### config.mk
export PLATFORM = sky130hd
export DESIGN_NAME = mc_controller_flat
export DESIGN_NICKNAME = d
export VERILOG_FILES = /design/src/rtl/mc_ctrl_pkg.sv /design/src/rtl/mc_ctrl_if.sv /design/src/rtl/mc_ctrl_decode.sv /design/src/rtl/mc_controller.sv /design/src/flat_wrapper.sv
export SDC_FILE = /design/constraint.sdc
export NUM_CORES = 1
export LEC_CHECK = 0
export ABC_AREA = 0
export ABC_CLOCK_PERIOD_IN_PS = 3200
export BUFFER_PORTS_ARGS = -buffer_cell sky130_fd_sc_hd__buf_2
export CAP_MARGIN = 15
export CORE_MARGIN = 1.5
export CORE_UTILIZATION = 37
export CTS_BUF_LIST = sky130_fd_sc_hd__clkbuf_8 sky130_fd_sc_hd__clkbuf_16
export CTS_CLUSTER_DIAMETER = 150
export DETAILED_ROUTE_END_ITERATION = 16
export PLACE_DENSITY = 0.66
export SLEW_MARGIN = 40
export SYNTH_ARGS = -nofsm -noshare
export SYNTH_HDL_FRONTEND = slang
export SYNTH_HIERARCHICAL = 1
export SYNTH_SLANG_ARGS = --single-unit
export TNS_END_PERCENT = 10
### constraint.sdc
create_clock -name i_clk -period 3.2 [get_ports i_clk]
set_input_delay 0.64 -clock i_clk [delete_from_list [all_inputs] [get_ports i_clk]]
set_output_delay 0.64 -clock i_clk [all_outputs]
set_load 0.005 [all_outputs]
### src/rtl/mc_ctrl_pkg.sv
// Shared opcodes, FSM states and datapath select encodings for the multi-cycle controller.
// Optional exception state exists only when MC_CTRL_ILLEGAL_EXC_EN is defined.
package mc_ctrl_pkg;

  localparam logic [5:0] OP_RTYPE = 6'h00;
  localparam logic [5:0] OP_J     = 6'h02;
  localparam logic [5:0] OP_JAL   = 6'h03;
  localparam logic [5:0] OP_BEQ   = 6'h04;
  localparam logic [5:0] OP_ADDI  = 6'h08;
  localparam logic [5:0] OP_ADDIU = 6'h09;
  localparam logic [5:0] OP_ORI   = 6'h0D;
  localparam logic [5:0] OP_LUI   = 6'h0F;
  localparam logic [5:0] OP_LW    = 6'h23;
  localparam logic [5:0] OP_SW    = 6'h2B;

  localparam logic [5:0] FN_JR    = 6'h08;
  localparam logic [5:0] FN_ADDU  = 6'h21;
  localparam logic [5:0] FN_SUBU  = 6'h23;
  localparam logic [5:0] FN_SLT   = 6'h2A;

  localparam logic [1:0] DEST_RT = 2'd0;
  localparam logic [1:0] DEST_RD = 2'd1;
  localparam logic [1:0] DEST_RA = 2'd2;

  localparam logic [1:0] WB_ALUOUT = 2'd0;
  localparam logic [1:0] WB_MDR    = 2'd1;
  localparam logic [1:0] WB_PC     = 2'd2;

  localparam logic [1:0] SRCB_RT      = 2'd0;
  localparam logic [1:0] SRCB_FOUR    = 2'd1;
  localparam logic [1:0] SRCB_IMM     = 2'd2;
  localparam logic [1:0] SRCB_IMM_SH2 = 2'd3;

  localparam logic [1:0] EXT_ZERO = 2'd0;
  localparam logic [1:0] EXT_SIGN = 2'd1;
  localparam logic [1:0] EXT_LUI  = 2'd2;

  localparam logic [1:0] ALU_PASSB = 2'd0;
  localparam logic [1:0] ALU_OR    = 2'd1;
  localparam logic [1:0] ALU_SUB   = 2'd2;
  localparam logic [1:0] ALU_ADD   = 2'd3;

  localparam logic [2:0] PC_ALU    = 3'd0;
  localparam logic [2:0] PC_ALUOUT = 3'd1;
  localparam logic [2:0] PC_JUMP   = 3'd2;
  localparam logic [2:0] PC_RS     = 3'd3;
  localparam logic [2:0] PC_EXC    = 3'd4;

  // How the registered pc_we request is qualified at the output.
  localparam logic [1:0] PCWE_NONE   = 2'd0;
  localparam logic [1:0] PCWE_ALWAYS = 2'd1;
  localparam logic [1:0] PCWE_READY  = 2'd2;
  localparam logic [1:0] PCWE_ZERO   = 2'd3;

  typedef enum logic [3:0] {
    S_FETCH, S_DECODE, S_MEM_ADDR, S_MEM_RD, S_MEM_WB, S_MEM_WR,
    S_R_EX, S_R_WB, S_I_EX, S_I_WB, S_BRANCH, S_JUMP
`ifdef MC_CTRL_ILLEGAL_EXC_EN
    , S_EXC
`endif
  } state_t;

  typedef struct packed {
    logic r_arith;
    logic i_arith;
    logic mem;
    logic branch;
    logic jump;
  } iclass_t;

  typedef struct packed {
    logic [1:0] pc_we_mode;
    logic       ir_on_ready;
    logic       reg_we;
    logic       mem_rd;
    logic       mem_wr;
    logic       iord;
    logic [1:0] dest;
    logic [1:0] wb_sel;
    logic       alu_srca;
    logic [1:0] alu_srcb;
    logic [1:0] ext_mode;
    logic [1:0] aluop;
    logic       set_less;
    logic [2:0] pc_src;
`ifdef MC_CTRL_ILLEGAL_EXC_EN
    logic       illegal;
`endif
  } ctrl_t;

endpackage

### src/rtl/mc_ctrl_if.sv
// Controller <-> instruction register / datapath bundle; master drives the selects and strobes.
// The illegal flag is present only when MC_CTRL_ILLEGAL_EXC_EN is defined.
interface mc_ctrl_if #(parameter int CNT_W = 32);
  logic [5:0]       op;
  logic [5:0]       func;
  logic             zero;
  logic             mem_ready;
  logic             pc_we;
  logic             ir_we;
  logic             reg_we;
  logic             mem_rd;
  logic             mem_wr;
  logic             iord;
  logic [1:0]       dest;
  logic [1:0]       wb_sel;
  logic             alu_srca;
  logic [1:0]       alu_srcb;
  logic [1:0]       ext_mode;
  logic [1:0]       aluop;
  logic             set_less;
  logic [2:0]       pc_src;
  logic [CNT_W-1:0] retired;
`ifdef MC_CTRL_ILLEGAL_EXC_EN
  logic             illegal;
`endif

  modport master (
    input  op, func, zero, mem_ready,
    output pc_we, ir_we, reg_we, mem_rd, mem_wr, iord, dest, wb_sel,
           alu_srca, alu_srcb, ext_mode, aluop, set_less, pc_src, retired
`ifdef MC_CTRL_ILLEGAL_EXC_EN
    , output illegal
`endif
  );

  modport slave (
    output op, func, zero, mem_ready,
    input  pc_we, ir_we, reg_we, mem_rd, mem_wr, iord, dest, wb_sel,
           alu_srca, alu_srcb, ext_mode, aluop, set_less, pc_src, retired
`ifdef MC_CTRL_ILLEGAL_EXC_EN
    , input illegal
`endif
  );
endinterface

### src/rtl/mc_ctrl_decode.sv
// Combinational op/func -> one-hot instruction class plus a valid flag.
// Zero latency, no flow control.
module mc_ctrl_decode
  import mc_ctrl_pkg::*;
(
  input  logic [5:0] i_op,
  input  logic [5:0] i_func,
  output iclass_t    o_cls,
  output logic       o_valid
);

  always_comb begin
    o_cls = '0;
    case (i_op)
      OP_RTYPE: begin
        case (i_func)
          FN_ADDU, FN_SUBU, FN_SLT: o_cls.r_arith = 1'b1;
          FN_JR:                    o_cls.jump    = 1'b1;
          default: ;
        endcase
      end
      OP_ORI, OP_LUI, OP_ADDI, OP_ADDIU: o_cls.i_arith = 1'b1;
      OP_LW, OP_SW:                      o_cls.mem     = 1'b1;
      OP_BEQ:                            o_cls.branch  = 1'b1;
      OP_J, OP_JAL:                      o_cls.jump    = 1'b1;
      default: ;
    endcase
    o_valid = |o_cls;
  end

endmodule

### src/rtl/mc_controller.sv
// Multi-cycle MIPS control FSM over one shared memory port; 3-5 cycles per instruction, memory states stretch while mem_ready=0.
// MC_CTRL_ILLEGAL_EXC_EN adds an EXC state that vectors undefined instructions to the exception handler.
module mc_controller
  import mc_ctrl_pkg::*;
#(
  parameter int CNT_W = 32
)(
  input  logic       i_clk,
  input  logic       i_reset,
  mc_ctrl_if.master  io_bus
);

  state_t           r_state;
  ctrl_t            r_ctrl;
  logic [CNT_W-1:0] r_retired;
  state_t           w_next;
  iclass_t          w_cls;
  logic             w_valid;
  logic             w_retire;
  logic             w_pc_we;

  mc_ctrl_decode u_decode (
    .i_op    (io_bus.op),
    .i_func  (io_bus.func),
    .o_cls   (w_cls),
    .o_valid (w_valid)
  );

  // Select/strobe pattern for a state; registered so outputs come straight off flops.
  function automatic ctrl_t ctrl_for(input state_t s, input logic [5:0] op, input logic [5:0] func);
    ctrl_t c;
    c = '0;
    case (s)
      S_FETCH: begin
        c.mem_rd      = 1'b1;
        c.alu_srcb    = SRCB_FOUR;
        c.aluop       = ALU_ADD;
        c.pc_src      = PC_ALU;
        c.pc_we_mode  = PCWE_READY;
        c.ir_on_ready = 1'b1;
      end
      S_DECODE: begin
        c.alu_srcb = SRCB_IMM_SH2;
        c.ext_mode = EXT_SIGN;
        c.aluop    = ALU_ADD;
      end
      S_MEM_ADDR: begin
        c.alu_srca = 1'b1;
        c.alu_srcb = SRCB_IMM;
        c.ext_mode = EXT_SIGN;
        c.aluop    = ALU_ADD;
      end
      S_MEM_RD: begin
        c.mem_rd = 1'b1;
        c.iord   = 1'b1;
      end
      S_MEM_WB: begin
        c.reg_we = 1'b1;
        c.dest   = DEST_RT;
        c.wb_sel = WB_MDR;
      end
      S_MEM_WR: begin
        c.mem_wr = 1'b1;
        c.iord   = 1'b1;
      end
      S_R_EX: begin
        c.alu_srca = 1'b1;
        c.alu_srcb = SRCB_RT;
        if (func == FN_SUBU) begin
          c.aluop = ALU_SUB;
        end else if (func == FN_SLT) begin
          c.aluop    = ALU_SUB;
          c.set_less = 1'b1;
        end else begin
          c.aluop = ALU_ADD;
        end
      end
      S_R_WB: begin
        c.reg_we = 1'b1;
        c.dest   = DEST_RD;
        c.wb_sel = WB_ALUOUT;
      end
      S_I_EX: begin
        c.alu_srca = 1'b1;
        c.alu_srcb = SRCB_IMM;
        case (op)
          OP_ORI: begin
            c.ext_mode = EXT_ZERO;
            c.aluop    = ALU_OR;
          end
          OP_LUI: begin
            c.ext_mode = EXT_LUI;
            c.aluop    = ALU_PASSB;
          end
          default: begin
            c.ext_mode = EXT_SIGN;
            c.aluop    = ALU_ADD;
          end
        endcase
      end
      S_I_WB: begin
        c.reg_we = 1'b1;
        c.dest   = DEST_RT;
        c.wb_sel = WB_ALUOUT;
      end
      S_BRANCH: begin
        c.alu_srca   = 1'b1;
        c.alu_srcb   = SRCB_RT;
        c.aluop      = ALU_SUB;
        c.pc_src     = PC_ALUOUT;
        c.pc_we_mode = PCWE_ZERO;
      end
      S_JUMP: begin
        c.pc_we_mode = PCWE_ALWAYS;
        if (op == OP_RTYPE) begin
          c.pc_src = PC_RS;
        end else begin
          c.pc_src = PC_JUMP;
          if (op == OP_JAL) begin
            c.reg_we = 1'b1;
            c.dest   = DEST_RA;
            c.wb_sel = WB_PC;
          end
        end
      end
`ifdef MC_CTRL_ILLEGAL_EXC_EN
      S_EXC: begin
        c.illegal    = 1'b1;
        c.pc_we_mode = PCWE_ALWAYS;
        c.pc_src     = PC_EXC;
      end
`endif
      default: ;
    endcase
    return c;
  endfunction

  always_comb begin
    w_next = r_state;
    case (r_state)
      S_FETCH:  if (io_bus.mem_ready) w_next = S_DECODE;
      S_DECODE: begin
        if (!w_valid) begin
`ifdef MC_CTRL_ILLEGAL_EXC_EN
          w_next = S_EXC;
`else
          w_next = S_FETCH;
`endif
        end else if (w_cls.r_arith) begin
          w_next = S_R_EX;
        end else if (w_cls.i_arith) begin
          w_next = S_I_EX;
        end else if (w_cls.mem) begin
          w_next = S_MEM_ADDR;
        end else if (w_cls.branch) begin
          w_next = S_BRANCH;
        end else begin
          w_next = S_JUMP;
        end
      end
      S_MEM_ADDR: w_next = (io_bus.op == OP_LW) ? S_MEM_RD : S_MEM_WR;
      S_MEM_RD:   if (io_bus.mem_ready) w_next = S_MEM_WB;
      S_MEM_WR:   if (io_bus.mem_ready) w_next = S_FETCH;
      S_R_EX:     w_next = S_R_WB;
      S_I_EX:     w_next = S_I_WB;
      default:    w_next = S_FETCH;
    endcase
  end

  always_comb begin
    case (r_state)
      S_R_WB, S_I_WB, S_MEM_WB, S_BRANCH, S_JUMP: w_retire = 1'b1;
      S_MEM_WR:                                   w_retire = io_bus.mem_ready;
      default:                                    w_retire = 1'b0;
    endcase
  end

  always_ff @(posedge i_clk) begin
    if (i_reset) begin
      r_state   <= S_FETCH;
      r_ctrl    <= ctrl_for(S_FETCH, io_bus.op, io_bus.func);
      r_retired <= '0;
    end else begin
      r_state <= w_next;
      r_ctrl  <= ctrl_for(w_next, io_bus.op, io_bus.func);
      if (w_retire) r_retired <= r_retired + CNT_W'(1);
    end
  end

  always_comb begin
    case (r_ctrl.pc_we_mode)
      PCWE_ALWAYS: w_pc_we = 1'b1;
      PCWE_READY:  w_pc_we = io_bus.mem_ready;
      PCWE_ZERO:   w_pc_we = io_bus.zero;
      default:     w_pc_we = 1'b0;
    endcase
  end

  // Strobes are held off for as long as reset is high, even mid-access.
  assign io_bus.pc_we    = ~i_reset & w_pc_we;
  assign io_bus.ir_we    = ~i_reset & r_ctrl.ir_on_ready & io_bus.mem_ready;
  assign io_bus.reg_we   = ~i_reset & r_ctrl.reg_we;
  assign io_bus.mem_rd   = ~i_reset & r_ctrl.mem_rd;
  assign io_bus.mem_wr   = ~i_reset & r_ctrl.mem_wr;
  assign io_bus.iord     = r_ctrl.iord;
  assign io_bus.dest     = r_ctrl.dest;
  assign io_bus.wb_sel   = r_ctrl.wb_sel;
  assign io_bus.alu_srca = r_ctrl.alu_srca;
  assign io_bus.alu_srcb = r_ctrl.alu_srcb;
  assign io_bus.ext_mode = r_ctrl.ext_mode;
  assign io_bus.aluop    = r_ctrl.aluop;
  assign io_bus.set_less = r_ctrl.set_less;
  assign io_bus.pc_src   = r_ctrl.pc_src;
  assign io_bus.retired  = r_retired;
`ifdef MC_CTRL_ILLEGAL_EXC_EN
  assign io_bus.illegal  = r_ctrl.illegal;
`endif

endmodule

### src/flat_wrapper.sv
// flat-port wrapper written by rule: the top's interface ports become plain ports
module mc_controller_flat import mc_ctrl_pkg::*;
#(
  parameter int CNT_W = 32
)
  (i_clk, i_reset, io_bus_op, io_bus_func, io_bus_zero, io_bus_mem_ready, io_bus_pc_we, io_bus_ir_we, io_bus_reg_we, io_bus_mem_rd, io_bus_mem_wr, io_bus_iord, io_bus_dest, io_bus_wb_sel, io_bus_alu_srca, io_bus_alu_srcb, io_bus_ext_mode, io_bus_aluop, io_bus_set_less, io_bus_pc_src, io_bus_retired);
  mc_ctrl_if #(.CNT_W(CNT_W)) io_bus_i ();
  input  logic i_clk;
  input  logic i_reset;
  input wire logic [$bits(io_bus_i.op)-1:0] io_bus_op;
  input wire logic [$bits(io_bus_i.func)-1:0] io_bus_func;
  input wire logic [$bits(io_bus_i.zero)-1:0] io_bus_zero;
  input wire logic [$bits(io_bus_i.mem_ready)-1:0] io_bus_mem_ready;
  output wire logic [$bits(io_bus_i.pc_we)-1:0] io_bus_pc_we;
  output wire logic [$bits(io_bus_i.ir_we)-1:0] io_bus_ir_we;
  output wire logic [$bits(io_bus_i.reg_we)-1:0] io_bus_reg_we;
  output wire logic [$bits(io_bus_i.mem_rd)-1:0] io_bus_mem_rd;
  output wire logic [$bits(io_bus_i.mem_wr)-1:0] io_bus_mem_wr;
  output wire logic [$bits(io_bus_i.iord)-1:0] io_bus_iord;
  output wire logic [$bits(io_bus_i.dest)-1:0] io_bus_dest;
  output wire logic [$bits(io_bus_i.wb_sel)-1:0] io_bus_wb_sel;
  output wire logic [$bits(io_bus_i.alu_srca)-1:0] io_bus_alu_srca;
  output wire logic [$bits(io_bus_i.alu_srcb)-1:0] io_bus_alu_srcb;
  output wire logic [$bits(io_bus_i.ext_mode)-1:0] io_bus_ext_mode;
  output wire logic [$bits(io_bus_i.aluop)-1:0] io_bus_aluop;
  output wire logic [$bits(io_bus_i.set_less)-1:0] io_bus_set_less;
  output wire logic [$bits(io_bus_i.pc_src)-1:0] io_bus_pc_src;
  output wire logic [$bits(io_bus_i.retired)-1:0] io_bus_retired;
  assign io_bus_i.op = io_bus_op;
  assign io_bus_i.func = io_bus_func;
  assign io_bus_i.zero = io_bus_zero;
  assign io_bus_i.mem_ready = io_bus_mem_ready;
  assign io_bus_pc_we = io_bus_i.pc_we;
  assign io_bus_ir_we = io_bus_i.ir_we;
  assign io_bus_reg_we = io_bus_i.reg_we;
  assign io_bus_mem_rd = io_bus_i.mem_rd;
  assign io_bus_mem_wr = io_bus_i.mem_wr;
  assign io_bus_iord = io_bus_i.iord;
  assign io_bus_dest = io_bus_i.dest;
  assign io_bus_wb_sel = io_bus_i.wb_sel;
  assign io_bus_alu_srca = io_bus_i.alu_srca;
  assign io_bus_alu_srcb = io_bus_i.alu_srcb;
  assign io_bus_ext_mode = io_bus_i.ext_mode;
  assign io_bus_aluop = io_bus_i.aluop;
  assign io_bus_set_less = io_bus_i.set_less;
  assign io_bus_pc_src = io_bus_i.pc_src;
  assign io_bus_retired = io_bus_i.retired;
  mc_controller #(.CNT_W(CNT_W)) u_core (.i_clk(i_clk), .i_reset(i_reset), .io_bus(io_bus_i));
endmodule
## Yosys cells after proc, flatten, opt, wreduce, memory -nomap -nowiden

Cells that the tools add are included.

| word-level totals | value |
|---|---|
| register bits after elaboration | 58 |
| logic and storage cells | 120 |
| memory bits (read-only) | 0 |
| output and inout bits | 53 |
| input port bits | 16 |
| memories kept | 0 |
| bits in latches | 0 |
| RAM bits | 0 |

| cells by class | value |
|---|---|
| add/subtract/negate cells | 1 |
| equal/unequal tests | 38 |
| $lt $le $gt $ge | 0 |
| $mul | 0 |
| div/mod/pow operators | 0 |
| reductions and logical operators | 17 |
| shift operators | 0 |
| bitwise logic cells | 8 |
| multiplexer cells | 40 |

Operators by type and width:

| operator | count |
|---|---|
| $mux W4 | 9 |
| $add A32 B1 Y32 const B | 1 |
| $eq A4 B3 Y1 const B | 8 |
| $eq A4 B4 Y1 const B | 8 |
| $eq A6 B4 Y1 const B | 5 |
| $eq A6 B6 Y1 const B | 5 |
| $pmux W4 S7 | 1 |
| $mux W1 | 17 |
| $eq A4 B2 Y1 const B | 4 |
| $eq A6 B2 Y1 const B | 2 |
| $pmux W2 S3 | 2 |
| $pmux W4 S3 | 1 |
| $reduce_or A2 Y1 | 6 |
| $reduce_or A3 Y1 | 4 |
| $reduce_or A5 Y1 | 2 |
| $eq A4 B1 Y1 const B | 2 |
| $logic_not A4 Y1 | 2 |
| $pmux W2 S4 | 1 |
| $pmux W4 S2 | 1 |
| $reduce_or A4 Y1 | 2 |
| $and A1 B1 Y1 | 6 |
| $eq A6 B3 Y1 const B | 1 |
| $logic_not A6 Y1 | 1 |
| $pmux W1 S2 | 3 |
| 8 further kinds | 10 |

## Longest topological paths before layout

| depth | value |
|---|---|
| depth after elaboration | 11 |
| gate-level depth with buffers | 11 |
| depth with buffers taken out | 9 |

## By module

Netlist, hierarchy kept.

Modules (own cells, without submodules):

| module | area an instance (um^2) | cells each | sequential area each (um^2) | instances |
|---|---|---|---|---|
| mc_controller | 2999.1 | 349 | 1121.1 | 1 |
| mc_ctrl_decode | 209.0 | 31 | 0.0 | 1 |

## Worst setup path before layout

Ideal clock, no wire load.

| path | value |
|---|---|
| path kind | input-to-reg |
| start | input port io_bus_op[1] |
| end | register u_core.r_ctrl (netlist bit u_core/io_bus.aluop[0]) |
| data arrival time | 2.679 ns |
| setup slack | 0.399 ns |
| cell stages on the path | 10 |
| setup time | 0.122 ns |
| cells stage by stage | or4_4 nor3_4 a21oi_2 o32ai_1 nor2b_1 a32oi_1 and4_4 buf_6 a211oi_2 nand3_1 |

| on the way | value |
|---|---|
| elaborated cells on any way between the ends | 35 |
| classes of those cells | 14 x eq/ne; 14 x mux; 7 x reduce/logical |

RTL lines:

| what | RTL line | text |
|---|---|---|
| start, declared | flat_wrapper.sv:10 | `input wire logic [$bits(io_bus_i.op)-1:0] io_bus_op;` |
| $eq A6 B2 Y1 (tied with other cells) | mc_ctrl_decode.sv:14 | `case (i_op)` |
| $reduce_or A2 Y1 or $reduce_or A4 Y1 (tied branches) | mc_ctrl_decode.sv:14 |  |
| $pmux W1 S2 or $mux W1 (tied branches) | mc_ctrl_decode.sv:14 |  |
| $reduce_or A5 Y1 * | mc_ctrl_decode.sv:28 | `o_valid = \|o_cls;` |
| net u_core.w_valid | mc_controller.sv:18 | `logic w_valid;` |
| $mux W4 * | mc_controller.sv:143 | `if (!w_valid) begin` |
| $pmux W4 S7 * | mc_controller.sv:140 | `case (r_state)` |
| $eq A4 B1 Y1 (tied with other cells) | mc_controller.sv:33 | `case (s)` |
| $reduce_or A3 Y1 (no source line) | n/a |  |
| $pmux W2 S4 * | mc_controller.sv:33 |  |
| end signal, assigned | mc_controller.sv:181 | `r_ctrl <= ctrl_for(S_FETCH, io_bus.op, io_bus.func);` |
| end signal, assigned | mc_controller.sv:185 | `r_ctrl <= ctrl_for(w_next, io_bus.op, io_bus.func);` |
| end, declared | mc_controller.sv:14 | `ctrl_t r_ctrl;` |

The timed path passes the listed nets; every way through them passes the cells marked *.
A chain may end at the register's enable or synchronous reset.

## Worst setup path after layout

Same ends and word-level chain as after synthesis.

==> flow_metrics.env <==
export IMPL_cts_tree="built"
export IMPL_grt_ovfl_total=0
export IMPL_cts_root_buf="clkbuf_8"
export IMPL_place_congestion=0.879
export IMPL_firstDrtPassIters=4
export IMPL_dp_hpwl_um=5240
export IMPL_status="finished clean"
export IMPL_required_ns=3.40
export IMPL_tightest_slew_ns=0.609
export IMPL_drive_gt1_share_pct=25.5
export IMPL_grt_start_max_net_pins=48
export IMPL_port_buffers=67
export IMPL_die_height_um=95.8
export IMPL_critPathLaunchType="input port"
export IMPL_period_minus_slack_ns=2.79
export IMPL_pre_cts_ws_ns=0.119
export IMPL_num_vias=2925
export IMPL_die_area_um2=9190
export IMPL_synth_nets=394
export IMPL_antenna_cells=0
export IMPL_core_area_um2=8300
export IMPL_clk_pin_slew_ns=0.11
export IMPL_clk_path_buf_depth=2
export IMPL_r2r_slack_ns=0.81
export IMPL_p_per_area_nw_per_um2=367
export IMPL_rows=33
export IMPL_ctsHoldBuffers=0
export IMPL_crit_chain="buf_2, or4_4, nor3_4, a21oi_2, o32ai_1, nor2b_1, a32oi_1, and4_4, a211oi_2, nand3_1"
export IMPL_drc=0
export IMPL_finalCritPeriodShare_pct=87.0
export IMPL_critPathCaptureType="flip-flop"
export IMPL_peakVddDrop_uv=199
export IMPL_p_leak_nw=1.44
export IMPL_setup_ws_ns=0.415
export IMPL_first_global_vias=2517
export IMPL_ctsResizeCount=0
export IMPL_clock_fmax_mhz=359
export IMPL_die_w_um=95.8
export IMPL_hold_violations=0
export IMPL_slew_viol_final=0
export IMPL_grt_pass1_wl_um=12000
export IMPL_finalSetupViolCount=0
export IMPL_start_util_pct=38.4
export IMPL_numClockSinks=56
export IMPL_fin_setup_tns_ns=0
export IMPL_vias_per_cell=5.57
export IMPL_post_drt_wl_per_cell_um=14.3
export IMPL_cpPeakStageDelay_ns=0.57
export IMPL_cts_buffers=5
export IMPL_track_usage_pct=16.4
export IMPL_synth_cells=377
export IMPL_synth_area_um2=3190
export IMPL_cp_arrival_ns=2.98
export IMPL_slew_headroom_pct=59.3
export IMPL_wl_um=7520
export IMPL_power_w=0.00132
export IMPL_syn_area_per_cell_um2=8.46
export IMPL_fin_skew_ns=0.00773
export IMPL_worstPathMaxFanout=10
export IMPL_holdWs_ns=0.508
export IMPL_cts_setup_buffers=0
export IMPL_rsz0062_at_grt="false"
export IMPL_yosys_warnings=6
export IMPL_areaGrowthSynthToFinish_pct=12.4
export IMPL_ant_nets=0
export IMPL_critical_path_class="in2reg"
export IMPL_drt_initial_drc_count=104
export IMPL_antenna_found_initial=0
export IMPL_insertion_delay_ns=0.31
export IMPL_hold_class="reg2reg"
export IMPL_ios=69
export IMPL_fin_nets=436
export IMPL_maxCapViolations=0
export IMPL_cts_max_level=2
export IMPL_slowest_stage="or4_4"
==> cell type report <==
| type | count | area (µm²) |
|---|---|---|
| repair buffers | 70 | 358 |
| clock inverters | 3 | 42.5 |
| multi-input cells | 276 | 1820 |
| inverters | 10 | 37.5 |
| flip-flops and latches | 56 | 1120 |
| clock buffers | 5 | 68.8 |
| well taps | 105 | 131 |
| fillers | 819 | 4720 |
==> stage by stage <==
stage               util [%]  instances  instance area, µm²
finish                  43.2        525                3580
global route            43.2        525                3580
CTS                     43.2        525                3580
detailed placement      41.8        517                3470
global placement        41.8        517                3470
floorplan                  -        377                3190
==> cells in the final DEF (no fill, tap or decap), types with 2 or more instances in the layout <==
cell / count
a211oi_2: 2
a21o_1: 2
a21oi_1: 20
a31o_2: 2
a31oi_1: 3
and2_1: 2
and3_1: 6
and3b_1: 3
and4_1: 2
buf_2: 67
buf_4: 3
clkbuf_8: 5
dfxtp_1: 56
inv_1: 10
mux2_1: 4
mux2_2: 11
mux2i_1: 2
nand2_1: 19
nand2b_1: 4
nand3_1: 19
nand3b_1: 3
nand4_1: 14
nand4b_1: 2
nor2_1: 34
nor2b_1: 22
nor3_1: 17
nor3b_1: 4
nor4_1: 4
nor4b_1: 4
nor4bb_1: 2
o21a_1: 2
o21ai_0: 6
o31ai_1: 12
or3_1: 3
or4_1: 13
xor2_1: 3
==> report_power, final <==
group          internal, W  switching, W  leakage, nW  total (W)
combinational    0.0000484     0.0000755        0.936   0.000124
sequential        0.000707    0.00000868        0.453   0.000716
clock             0.000232      0.000243       0.0541   0.000476
==> worst paths after layout <==
kind / start / end / cells after the start
min reg2reg: u_core/io_bus.retired[20] / u_core/io_bus.retired[20] / 2
min: u_core/io_bus.retired[20] / u_core/io_bus.retired[20] / 2
max: io_bus_op[1] / u_core/io_bus.aluop[0] / 10
max reg2reg: u_core/io_bus.retired[3] / u_core/io_bus.retired[29] / 5
==> registers in the layout, summed over array words and instances, names as in the netlist, 2 cells and up <==
| signal | count |
|---|---|
| u_core/r_ctrl | 6 |
| u_core/r_state | 4 |
| u_core/io_bus.alu_srcb | 2 |
| u_core/io_bus.dest | 2 |
| u_core/io_bus.pc_src | 2 |
| u_core/io_bus.retired | 32 |
| u_core/io_bus.aluop | 2 |
| u_core/io_bus.ext_mode | 2 |
==> critical path: cells and delay by family <==
| family | cells | cell delay, ns |
|---|---|---|
| buf+inv | 1 | 0.15 |
| compound gates | 4 | 0.87 |
| simple gates | 5 | 1.32 |
==> routing by layer <==
metal / share of wire [%] / GRT usage, %
met3: 3.8 / 2.92
met1: 49 / 23.1
met4: 0.55 / 4.17
met2: 47 / 25.6
met5: 0 / 0
Note: power is estimated with default switching activity, not from simulation.
